### src/rtl/coeff_loader_pkg.sv
// Shared definitions for the serial memory loaders (coefficient loader and
// the data loader that reuses the same framing).
//   - default word width, address width and words-per-load
//   - receive FSM state encoding
package coeff_loader_pkg;

  localparam int unsigned DATA_W_DEF    = 16;
  localparam int unsigned ADDR_W_DEF    = 9;
  localparam int unsigned NUM_COEFF_DEF = 512;

  typedef enum logic [1:0] {
    ST_IDLE,
    ST_WAIT_FRAME,
    ST_SHIFT,
    ST_DONE
  } load_state_t;

endpackage

### src/rtl/coeff_loader_serial_deser.sv
// serial_deser: MSB-first framed serial-to-parallel converter.
// Ports:
//   clk, rst_n  : clock, synchronous active-low reset
//   enable      : receiver active; when low the bit counter is held at 0
//   frame       : marks the MSB of a word
//   sin         : serial data bit
//   last_bit    : combinational, the current cycle samples the LSB
//   word_valid  : one-cycle pulse after the LSB edge, word is valid with it
//   word        : assembled word (held until the next complete word)
//   error       : one-cycle pulse when frame arrives mid-word
module serial_deser #(
  parameter int unsigned DATA_W = 16
) (
  input  logic              clk,
  input  logic              rst_n,
  input  logic              enable,
  input  logic              frame,
  input  logic              sin,
  output logic              last_bit,
  output logic              word_valid,
  output logic [DATA_W-1:0] word,
  output logic              error
);

  localparam int unsigned CNT_W = $clog2(DATA_W) + 1;

  logic [DATA_W-1:0] shreg;
  logic [CNT_W-1:0]  bit_cnt;  // 0: no word in progress, else bits received

  assign last_bit = (bit_cnt == CNT_W'(DATA_W - 1));

  always_ff @(posedge clk) begin
    if (!rst_n) begin
      shreg      <= '0;
      bit_cnt    <= '0;
      word       <= '0;
      word_valid <= 1'b0;
      error      <= 1'b0;
    end else begin
      word_valid <= 1'b0;
      error      <= 1'b0;
      if (!enable) begin
        bit_cnt <= '0;
      end else if (frame) begin
        // A frame always starts a new word; any partial word is dropped.
        shreg   <= {shreg[DATA_W-2:0], sin};
        bit_cnt <= CNT_W'(1);
        error   <= (bit_cnt != '0);
      end else if (bit_cnt != '0) begin
        shreg <= {shreg[DATA_W-2:0], sin};
        if (last_bit) begin
          word       <= {shreg[DATA_W-2:0], sin};
          word_valid <= 1'b1;
          bit_cnt    <= '0;
        end else begin
          bit_cnt <= bit_cnt + CNT_W'(1);
        end
      end
    end
  end

endmodule

### src/rtl/coeff_loader.sv
// coeff_loader: receives NUM_COEFF framed serial words and writes them to
// COEFF_MEM at consecutive addresses, one registered write strobe per word.
// Ports:
//   Dclk, Reset_n   : serial clock, synchronous active-low reset
//   loadStart       : start a new load (ignored while busy)
//   Frame, serialIn : framed MSB-first serial input
//   coeffWriteAddr  : write address, loaded one cycle before the strobe
//   coeffDataIn     : write data, loaded one cycle before the strobe
//   writeEnable     : one-cycle write strobe
//   busy            : load in progress
//   loadDone        : all words written; held until next loadStart
//   frameError      : sticky, Frame seen mid-word during this load
module coeff_loader
  import coeff_loader_pkg::*;
#(
  parameter int unsigned DATA_W    = DATA_W_DEF,
  parameter int unsigned ADDR_W    = ADDR_W_DEF,
  parameter int unsigned NUM_COEFF = NUM_COEFF_DEF
) (
  input  logic              Dclk,
  input  logic              Reset_n,
  input  logic              loadStart,
  input  logic              Frame,
  input  logic              serialIn,
  output logic [ADDR_W-1:0] coeffWriteAddr,
  output logic [DATA_W-1:0] coeffDataIn,
  output logic              writeEnable,
  output logic              busy,
  output logic              loadDone,
  output logic              frameError
);

  localparam int unsigned CNT_W = $clog2(NUM_COEFF + 1);

  load_state_t       state;
  logic [CNT_W-1:0]  word_cnt;
  logic              we_arm;
  logic              rx_enable;
  logic              rx_last_bit;
  logic              rx_word_valid;
  logic              rx_error;
  logic [DATA_W-1:0] rx_word;

  assign rx_enable = (state == ST_WAIT_FRAME) || (state == ST_SHIFT);

  serial_deser #(
    .DATA_W(DATA_W)
  ) u_deser (
    .clk       (Dclk),
    .rst_n     (Reset_n),
    .enable    (rx_enable),
    .frame     (Frame),
    .sin       (serialIn),
    .last_bit  (rx_last_bit),
    .word_valid(rx_word_valid),
    .word      (rx_word),
    .error     (rx_error)
  );

  always_ff @(posedge Dclk) begin
    if (!Reset_n) begin
      state          <= ST_IDLE;
      word_cnt       <= '0;
      we_arm         <= 1'b0;
      coeffWriteAddr <= '0;
      coeffDataIn    <= '0;
      writeEnable    <= 1'b0;
      busy           <= 1'b0;
      loadDone       <= 1'b0;
      frameError     <= 1'b0;
    end else begin
      // Write sequencer: load data/address, strobe next cycle, drop after.
      writeEnable <= we_arm;
      we_arm      <= 1'b0;
      if (rx_word_valid && busy) begin
        coeffDataIn    <= rx_word;
        coeffWriteAddr <= word_cnt[ADDR_W-1:0];
        we_arm         <= 1'b1;
      end

      if (rx_error) frameError <= 1'b1;

      case (state)
        ST_IDLE, ST_DONE: begin
          if (loadStart) begin
            loadDone   <= 1'b0;
            frameError <= 1'b0;
            word_cnt   <= '0;
            busy       <= 1'b1;
            state      <= ST_WAIT_FRAME;
          end
        end
        ST_WAIT_FRAME: if (Frame) state <= ST_SHIFT;
        ST_SHIFT:      if (rx_last_bit && !Frame) state <= ST_WAIT_FRAME;
        default:       state <= ST_IDLE;
      endcase

      // Strobe falling: advance the word count; the final word ends the
      // load and overrides the receive state.
      if (writeEnable) begin
        word_cnt <= word_cnt + CNT_W'(1);
        if (word_cnt == CNT_W'(NUM_COEFF - 1)) begin
          loadDone <= 1'b1;
          busy     <= 1'b0;
          state    <= ST_DONE;
        end
      end
    end
  end

endmodule

### config.mk
export PLATFORM = sky130hd
export DESIGN_NAME = coeff_loader
export DESIGN_NICKNAME = d
export VERILOG_FILES = /design/src/rtl/coeff_loader_pkg.sv /design/src/rtl/coeff_loader_serial_deser.sv /design/src/rtl/coeff_loader.sv
export SDC_FILE = /design/constraint.sdc
export NUM_CORES = 1
export LEC_CHECK = 0
export ABC_AREA = 1
export ABC_CLOCK_PERIOD_IN_PS = 2700
export CORE_ASPECT_RATIO = 0.5
export CORE_MARGIN = 4
export CORE_UTILIZATION = 40
export DETAILED_ROUTE_END_ITERATION = 12
export PLACE_DENSITY_LB_ADDON = 0.25
export SLEW_MARGIN = 10
export SYNTH_ARGS = -nofsm -noshare
export SYNTH_HDL_FRONTEND = slang
export SYNTH_SLANG_ARGS = --single-unit
### constraint.sdc
create_clock -name Dclk -period 2.7 [get_ports Dclk]
set_input_delay 0.405 -clock Dclk [delete_from_list [all_inputs] [get_ports Dclk]]
set_output_delay 0.405 -clock Dclk [all_outputs]
set_load 0.01 [all_outputs]
# Yosys cells after proc, flatten, opt, wreduce, memory -nomap -nowiden
# Index checks and enable logic that the tools add are counted.
dict set report op_classes {
  add_sub_neg 2
  n_eq_ne 5
  n_mux 27
  bitwise 4
  n_reduce_logical 17
}
# op n
set op_table {}
lappend op_table {{$mux W10} 3}
lappend op_table {{$mux W15} 2}
lappend op_table {{$mux W1} 15}
lappend op_table {{$add A10 B1 Y10 const B} 1}
lappend op_table {{$eq A10 B9 Y1 const B} 1}
lappend op_table {{$mux W2} 5}
lappend op_table {{$pmux W2 S3} 1}
lappend op_table {{$reduce_and A2 Y1} 3}
lappend op_table {{$reduce_bool A2 Y1} 3}
lappend op_table {{$add A5 B1 Y5 const B} 1}
lappend op_table {{$eq A5 B4 Y1 const B} 1}
lappend op_table {{$mux W5} 1}
lappend op_table {{$reduce_bool A5 Y1} 1}
lappend op_table {{$eq A2 B2 Y1 const B} 2}
lappend op_table {{$not A1 Y1} 4}
lappend op_table {{$reduce_and A4 Y1} 1}
lappend op_table {{$reduce_or A4 Y1} 1}
lappend op_table {{$reduce_and A3 Y1} 1}
lappend op_table {{$reduce_or A3 Y1} 1}
lappend op_table {{$eq A2 B1 Y1 const B} 1}
lappend op_table {{$logic_and A1 B1 Y1} 2}
lappend op_table {{$logic_not A2 Y1} 1}
lappend op_table {{$reduce_or A2 Y1} 1}
lappend op_table {{$logic_not A1 Y1} 1}
lappend op_table {{$logic_or A1 B1 Y1} 1}
dict set report word_totals {
  regBits 80
  in_bits 5
  out_inout_bits 29
  word_cells 70
}

# Depth between registers and ports, before layout
# Gate-level depths: netlist of run 1.
dict set report logic_depth {
  depth_word 6
  depth_mapped 8
  depth_no_buf 8
}

# Hierarchy
# A second synthesis of run 1 with hierarchy kept.
dict set report unflattened {
  hier_cells 466
  area_unflattened_um2 3364.5
}
# module instances cells_each area_each_um2 seq_area_each_um2
set modules_own_cells {}
lappend modules_own_cells {coeff_loader 1 237 1726.7 840.8}
lappend modules_own_cells {serial_deser 1 229 1637.8 760.7}

# Worst setup path before layout of run 1
# OpenSTA, ideal clock, no wires.
dict set report synth_timing {
  kind {flip-flop to flip-flop}
  start {register state[0]}
  end {register u_deser.shreg[5]}
  setup_ns 0.072
  arrival_time_ns 1.426
  required_time_ns 2.628
  setup_slack_ns 1.203
  stages_incl_launch_ff 7
  path_buffers 1
  period_less_slack_ns 1.497
  path_cell_list {dfxtp_1 inv_1 ha_1 inv_2 buf_1 nand3_1 a21oi_1}
}
dict set report synth_via {
  elab_chain_cells 3
  elab_cells_between_ends 4
  classes_between {eq/ne: 2; reduce/logical: 2}
}
# element line
set synth_rtl {}
lappend synth_rtl {{start: declaration} coeff_loader.sv:35} ;# load_state_t state;
lappend synth_rtl {{start signal: assignment} coeff_loader.sv:62} ;# state <= ST_IDLE;
lappend synth_rtl {{start signal: assignment} coeff_loader.sv:90} ;# state <= ST_WAIT_FRAME;
lappend synth_rtl {{start signal: assignment} coeff_loader.sv:93} ;# ST_WAIT_FRAME: if (Frame) state <= ST_SHIFT;
lappend synth_rtl {{$eq A2 B1 Y1 / $eq A2 B2 Y1 (equally long branches)} coeff_loader.sv:44} ;# assign rx_enable = (state == ST_WAIT_FRAME) || (state == ST_SHIFT);
lappend synth_rtl {{$logic_or A1 B1 Y1 (*)} coeff_loader.sv:44}
lappend synth_rtl {{$reduce_and A2 Y1 (no line) (*)} --}
lappend synth_rtl {{end signal: assignment} coeff_loader_serial_deser.sv:46} ;# shreg <= {shreg[DATA_W-2:0], sin};
lappend synth_rtl {{end signal: assignment} coeff_loader_serial_deser.sv:50} ;# shreg <= {shreg[DATA_W-2:0], sin};
lappend synth_rtl {{end: declaration} coeff_loader_serial_deser.sv:27} ;# logic [DATA_W-1:0] shreg;
# Every way passes the cells marked *; elsewhere a longest branch is shown, timed or not.
# A chain may end at the register's enable or synchronous reset.

# Worst setup path in the final report of run 1
dict set report layout_timing {
  start {register writeEnable}
  end {output port writeEnable}
}
# element line
set layout_rtl {}
lappend layout_rtl {{start: declaration} coeff_loader.sv:27} ;# output logic writeEnable,
lappend layout_rtl {{start signal: assignment} coeff_loader.sv:73} ;# writeEnable <= we_arm;
# No word-level cell between the ends.

==> summary.txt, run 1 <==
STA
  – Final worst setup slack: 0.810 ns
  – Hold Vio Cnt, Final: 0
  – RSZ-0062 raised after global routing: false
  – Clock Skew: 0.00515 ns
  – Final setup viols: 0
  – Tightest Pin Transition: 0.483 ns
  – Final worst-path cycle share: 0.700
  – Max-slew headroom: 0.676
  – Total negative slack: 0 ns
  – WHS: 0.412 ns
  – Fmax: 529 MHz
  – Max Slew Vio Count: 0
  – Final Critical Period: 1.89 ns

Floorplanning
  – Initial core utilization: 0.419
  – Die area: 0.00937 mm²
  – Chip height: 70.5 µm
  – Die W: 133 µm
  – Placeable Area: roughly 0.0075 mm²
  – # rows: 22
  – Number of placed I/O pins: 34

Critical path
  – Crit. End Element: output pin
  – CP Cell Sequence: clkdlybuf4s50_1
  – CP max FO: 11
  – Worst setup SP type: flop
  – R2r endpoint: u_deser.bit_cnt[3]
  – R2R Setup Slk: a little under 0.9 ns
  – Top delay family on crit path: buffers and inverters
  – Crit path largest cell delay: 0.61 ns
  – Slowest CP cell: clkdlybuf4s50_1
  – Reg2reg start: state[0]
  – Critical path depth: 1
  – Reg2reg path depth: 7
  – WS Path Type: flop to output pin
  – CP required: 2.30 ns
  – CP arrival: around 1.5 ns
  – Crit path buf inv count: 1

Power
  – Sw Share: 0.247
  – Cell internal pwr: 0.00189 W
  – PwrDens: around 670 mW/mm²
  – Leak: 1.35 nW
  – Tot Pwr: 0.00252 W
  – Sequential power share: 0.481
  – Comb pwr share: 0.093
  – P_sw: 0.000622 W
  – Peak VDD IR: roughly 0.32 mV
  – Clock Power Share: 0.426

Run
  – Max-Cap Viols: 0

Global routing
  – All-Layer GR Usage: 0.145
  – Initial antenna violation count: 0
  – Largest net degree at the start of global routing: 31
  – Vias in the first global route: 2431
  – Total gr overflow: 0
  – First-pass GRT wire length: 11100 µm

Synth
  – Number of synthesized register bits: 80
  – Library cells used by synthesis: 31
  – Mapped Nets: slightly above 400
  – Post-synthesis sequential area ratio: 0.513
  – Post-synthesis instance area: 0.00312 mm²
  – Post-synthesis cell count: around 400
  – Ys Warns: 0
  – Avg Inst Size Synth: 7.73 µm²

Drt
  – WL/cell: 11.4 µm
  – # DRC: 0
  – Via-per-instance ratio: 4.75
  – Pre-antenna DRT Iters: 4
  – DRT iter0 DRCs: 161
  – DRT antenna net count: 0
  – Post-Route WL: between 6000 and 7000 µm
  – Vias post-DR: 2591

Hold path
  – Hold EP: writeEnable
  – Hold Path Origin: we_arm
  – Hold depth: 2
  – HP Class: flop to flop

Clock tree
  – CTS sink cnt: 80
  – Post-cts resize count: 0
  – Post-CTS Setup Bufs: 0
  – TritonCTS clock tree: yes
  – CTS Hold Buffers Added: 0
  – Worst-path clk slew: 0.05 ns
  – Root buffer cell: clkbuf_16
  – Worst-skew pair later-pin latency: 0.33 ns
  – H-tree levels: 3
  – CTS Buffer Depth: 2
  – CTS Buf Count: 9

Final layout
  – Antenna cells: 0
  – Area delta synth->final: 21.0%
  – Fin nets: 444
  – Share of cells above drive strength 1: 0.0618

Placed design
  – Pre-CTS WS: 0.773 ns
  – DPL Wire Length: 4350 µm
  – Port Buffer Count: 33
  – GPL Wtd Cong: ~0.78

Run status
  – Status: completed
[synthesized netlist by cell type (all sizes together)]
cell / count / area (µm²)
a211oi: 1 / 7.51
a21oi: 32 / 160
a22oi: 1 / 7.51
a31oi: 1 / 6.26
buf: 8 / 65.1
clkbuf: 10 / 37.5
clkinv: 1 / 3.75
dfxtp: 80 / 1600
ha: 5 / 62.6
inv: 23 / 91.3
nand2: 61 / 236
nand3: 30 / 168
nand4: 2 / 27.5
nor2: 95 / 369
nor3: 3 / 15.0
o211ai: 1 / 7.51
o21a: 1 / 7.51
o21ai: 48 / 240
xor2: 1 / 8.76
[worst max-delay path by stage]
stage | from | endpoint | slack (ns)
final | writeEnable | writeEnable | 0.81
after global routing | state[0] | u_deser.bit_cnt[1] | 0.64
after CTS | writeEnable | writeEnable | 0.77
after detailed placement | Frame | u_deser.shreg[6] | 0.77
after global placement | Frame | u_deser.shreg[7] | 0.78
after floorplan | state[0] | u_deser.shreg[5] | 1.20
[kinds of logic (layout without fill, tap and decap cells)]
family                   after synthesis  in the layout  synth area share
adder cells (fa/ha/maj)                5              5            0.0200
flip-flops                            80             80             0.513
AO/OA/AOI/OAI                         85             85             0.140
buffers and inverters                 42             75            0.0633
XOR/XNOR                               1              1           0.00280
AND/OR/NAND/NOR                      191            191             0.261
[layout make-up]
class	count	area, µm²
repair buffers	37	360
inverters	24	95.1
fillers	748	3680
multi-input cells	282	1320
flip-flops and latches	80	1600
well taps	108	135
clock inverters	4	22.5
clock buffers	10	239
[layer usage]
| metal | global-route usage | up-vias | part of all wire | wire (µm) |
|---|---|---|---|---|
| li1 | - | 1370 | - | - |
| met1 | 0.190 | 1168 | 0.51 | 3190 |
| met2 | 0.217 | 43 | 0.42 | 2610 |
| met3 | 0.0590 | 10 | 0.053 | 332 |
| met4 | 0.0484 | 0 | 0.013 | 82 |
| met5 | 0 | - | 0 | 0 |
[through the flow]
stage | instance area (µm²) | utilization | instances
finish | 3780 | 0.506 | 545
global route | 3780 | 0.506 | 545
CTS | 3780 | 0.506 | 545
detailed placement | 3520 | 0.471 | 531
global placement | 3520 | 0.471 | 531
floorplan | 3120 | - | 404
[state kept, by name, summed over array words and instances, names as in the netlist]
| signal | cells |
|---|---|
| frameError | 1 |
| writeEnable | 1 |
| state | 2 |
| u_deser.error | 1 |
| coeffWriteAddr | 9 |
| u_deser.bit_cnt | 5 |
| coeffDataIn | 16 |
| word_cnt | 10 |
| u_deser.word_valid | 1 |
| busy | 1 |
| u_deser.word | 16 |
| u_deser.shreg | 15 |
| loadDone | 1 |
| we_arm | 1 |
[power groups by stage]
stage               clock [W]  combinational, W  sequential, W
floorplan                   0          0.000187        0.00123
global placement            0          0.000233        0.00124
detailed placement          0          0.000234        0.00124
CTS                   0.00111          0.000235        0.00121
global route          0.00115          0.000267        0.00121
finish                0.00107          0.000233        0.00121
[placed cells by master (no fill, tap or decap), types with 2 or more instances in the layout]
| cell type | n |
|---|---|
| a21oi_1 | 32 |
| buf_4 | 4 |
| clkbuf_16 | 9 |
| clkdlybuf4s50_1 | 33 |
| clkinv_2 | 3 |
| dfxtp_1 | 80 |
| ha_1 | 5 |
| inv_1 | 21 |
| nand2_1 | 60 |
| nand3_1 | 28 |
| nor2_1 | 92 |
| nor2_2 | 2 |
| nor3_1 | 3 |
| o21ai_0 | 44 |
| o21ai_1 | 4 |
(Power assumes the default switching activity.)
==> inputs of run 2 (changes only) <==
Settings changed: ABC_CLOCK_PERIOD_IN_PS 2700 to 1700.
Clock period 2.7 ns to 1.7 ns, I/O delays scaled along.
==> run 2 against run 1 <==
Against the previous run:
- non-clock buffer count is 10 higher
- register-to-register slack got worse by 0.70 ns
- worst setup slack worse by 0.64 ns
- cell count up 2.0%
- highest routed layer unchanged
==> summary.txt, run 2 (synthesized netlist as in run 1, its figures left out) <==
Run
  – Max-Cap Viols: 0

Critical path
  – CP arrival: 1.80 ns
  – WS Path Type: flop to flop
  – CP required: 1.97 ns
  – Worst setup SP type: flop
  – CP max FO: 5
  – R2R Setup Slk: 0.17 ns
  – Crit. End Element: flop

Clock tree
  – Worst-skew pair later-pin latency: 0.33 ns
  – Post-cts resize count: 0
  – CTS Buf Count: 9
  – Post-CTS Setup Bufs: 0
  – CTS Hold Buffers Added: 0
  – Root buffer cell: clkbuf_16
  – CTS Buffer Depth: 2
  – CTS sink cnt: 80
  – Worst-path clk slew: 0.06 ns
  – TritonCTS clock tree: yes
  – H-tree levels: 3

Placed design
  – GPL Wtd Cong: 0.810
  – DPL Wire Length: around 4500 µm
  – Port Buffer Count: 33
  – Placed cell area: 0.00360 mm²

Global routing
  – Largest net degree at the start of global routing: 38
  – Initial antenna violation count: 0
  – Total gr overflow: 0
  – First-pass GRT wire length: about 11000 µm
  – All-Layer GR Usage: 0.150
  – Vias in the first global route: 2357

Floorplanning
  – Initial core utilization: 0.419
  – # rows: 22
  – Chip height: 70.5 µm
  – Placeable Area: 0.00746 mm²
  – Number of placed I/O pins: 34
  – Die W: 133 µm
  – Die area: 0.00937 mm²

STA
  – Tightest Pin Transition: 0.325 ns
  – Max-slew headroom: 0.783
  – Max Slew Vio Count: 0
  – Fmax: approximately 650 MHz
  – Final worst-path cycle share: 0.901
  – RSZ-0062 raised after global routing: false
  – Final Critical Period: 1.53 ns
  – Clock Skew: 0.00353 ns
  – WHS: 0.410 ns
  – Total negative slack: 0 ns
  – Hold Vio Cnt, Final: 0
  – Final setup viols: 0

Drt
  – Post-Route WL: 6640 µm
  – Via-per-instance ratio: 4.72
  – Pre-antenna DRT Iters: 4
  – DRT antenna net count: 0
  – DRT iter0 DRCs: 170
  – WL/cell: 11.9 µm
  – # DRC: 0
  – Vias post-DR: 2627

Hold path
  – HP Class: flop to flop

Final layout
  – Antenna cells: 0
  – Commonest non-fill, non-tap cell in the layout: nor2_1
  – Finished Cell Area: approximately 0.0039 mm²
  – Largest registers: coeffDataIn x16, u_deser.word x16, u_deser.shreg x15
  – Post-Route Utilization: 0.526
  – Most frequent cells in the layout: nor2_1, dfxtp_1, nand2_1
  – Area delta synth->final: 25.7%
  – Fin nets: 454
  – Share of cells above drive strength 1: 0.0826

Run status
  – Status: completed

Power
  – PwrDens: 1130 mW/mm²
  – Peak VDD IR: 0.534 mV
  – Leak: about 1.4 nW
[run 2: cell types whose count changed in the layout (fill, tap and decap cells not counted), sizes merged]
| cell | change |
|---|---|
| bufinv | +2 |
| buf | +10 |
| clkinv | -2 |
| clkbuf | +2 |
| clkinvlp | -1 |
[run 2: worst paths after layout]
path / start / to / cells past startpoint
max: state[0] / word_cnt[8] / 7
max reg2reg: state[0] / word_cnt[8] / 7
min reg2reg: we_arm / writeEnable / 2
min: we_arm / writeEnable / 2
[run 2: per-layer routing]
| metal | routed length, µm | track usage | part of all wire |
|---|---|---|---|
| met3 | 336 | 0.0633 | 0.051 |
| met1 | 3400 | 0.201 | 0.51 |
| met2 | 2860 | 0.217 | 0.43 |
| met5 | 0 | 0 | 0 |
| met4 | 51 | 0.0449 | 0.0077 |
[run 2: layout make-up]
class | count | area, µm²
Tap cell | 108 | 135
Sequential cell | 80 | 1600
Multi-Input combinational cell | 282 | 1320
Clock inverter | 3 | 65.1
Clock buffer | 12 | 256
Timing Repair Buffer | 47 | 448
Fill cell | 732 | 3530
Inverter | 24 | 95.1
[run 2: worst max-delay path, stage by stage, from the launching register on]
cell and delay [ns]:
dfxtp_1 0.33, inv_1 0.06, ha_1 0.36, nand2_1 0.17, inv_1 0.07, nor2_1 0.24
nand2_1 0.08, a21oi_1 0.15
[run 2: per-stage QoR]
stage               cells  total power, W  worst slack (ns)
finish                556         0.00442             0.169
global route          556         0.00461            0.0471
CTS                   556         0.00448             0.143
detailed placement    541         0.00239             0.137
global placement      541         0.00239             0.143
floorplan             404         0.00226             0.203
[run 2: where the power goes]
| group | internal (W) | switching [W] |
|---|---|---|
| logic | 0.000146 | 0.000282 |
| clock network | 0.00135 | 0.000717 |
| registers | 0.00190 | 0.0000181 |
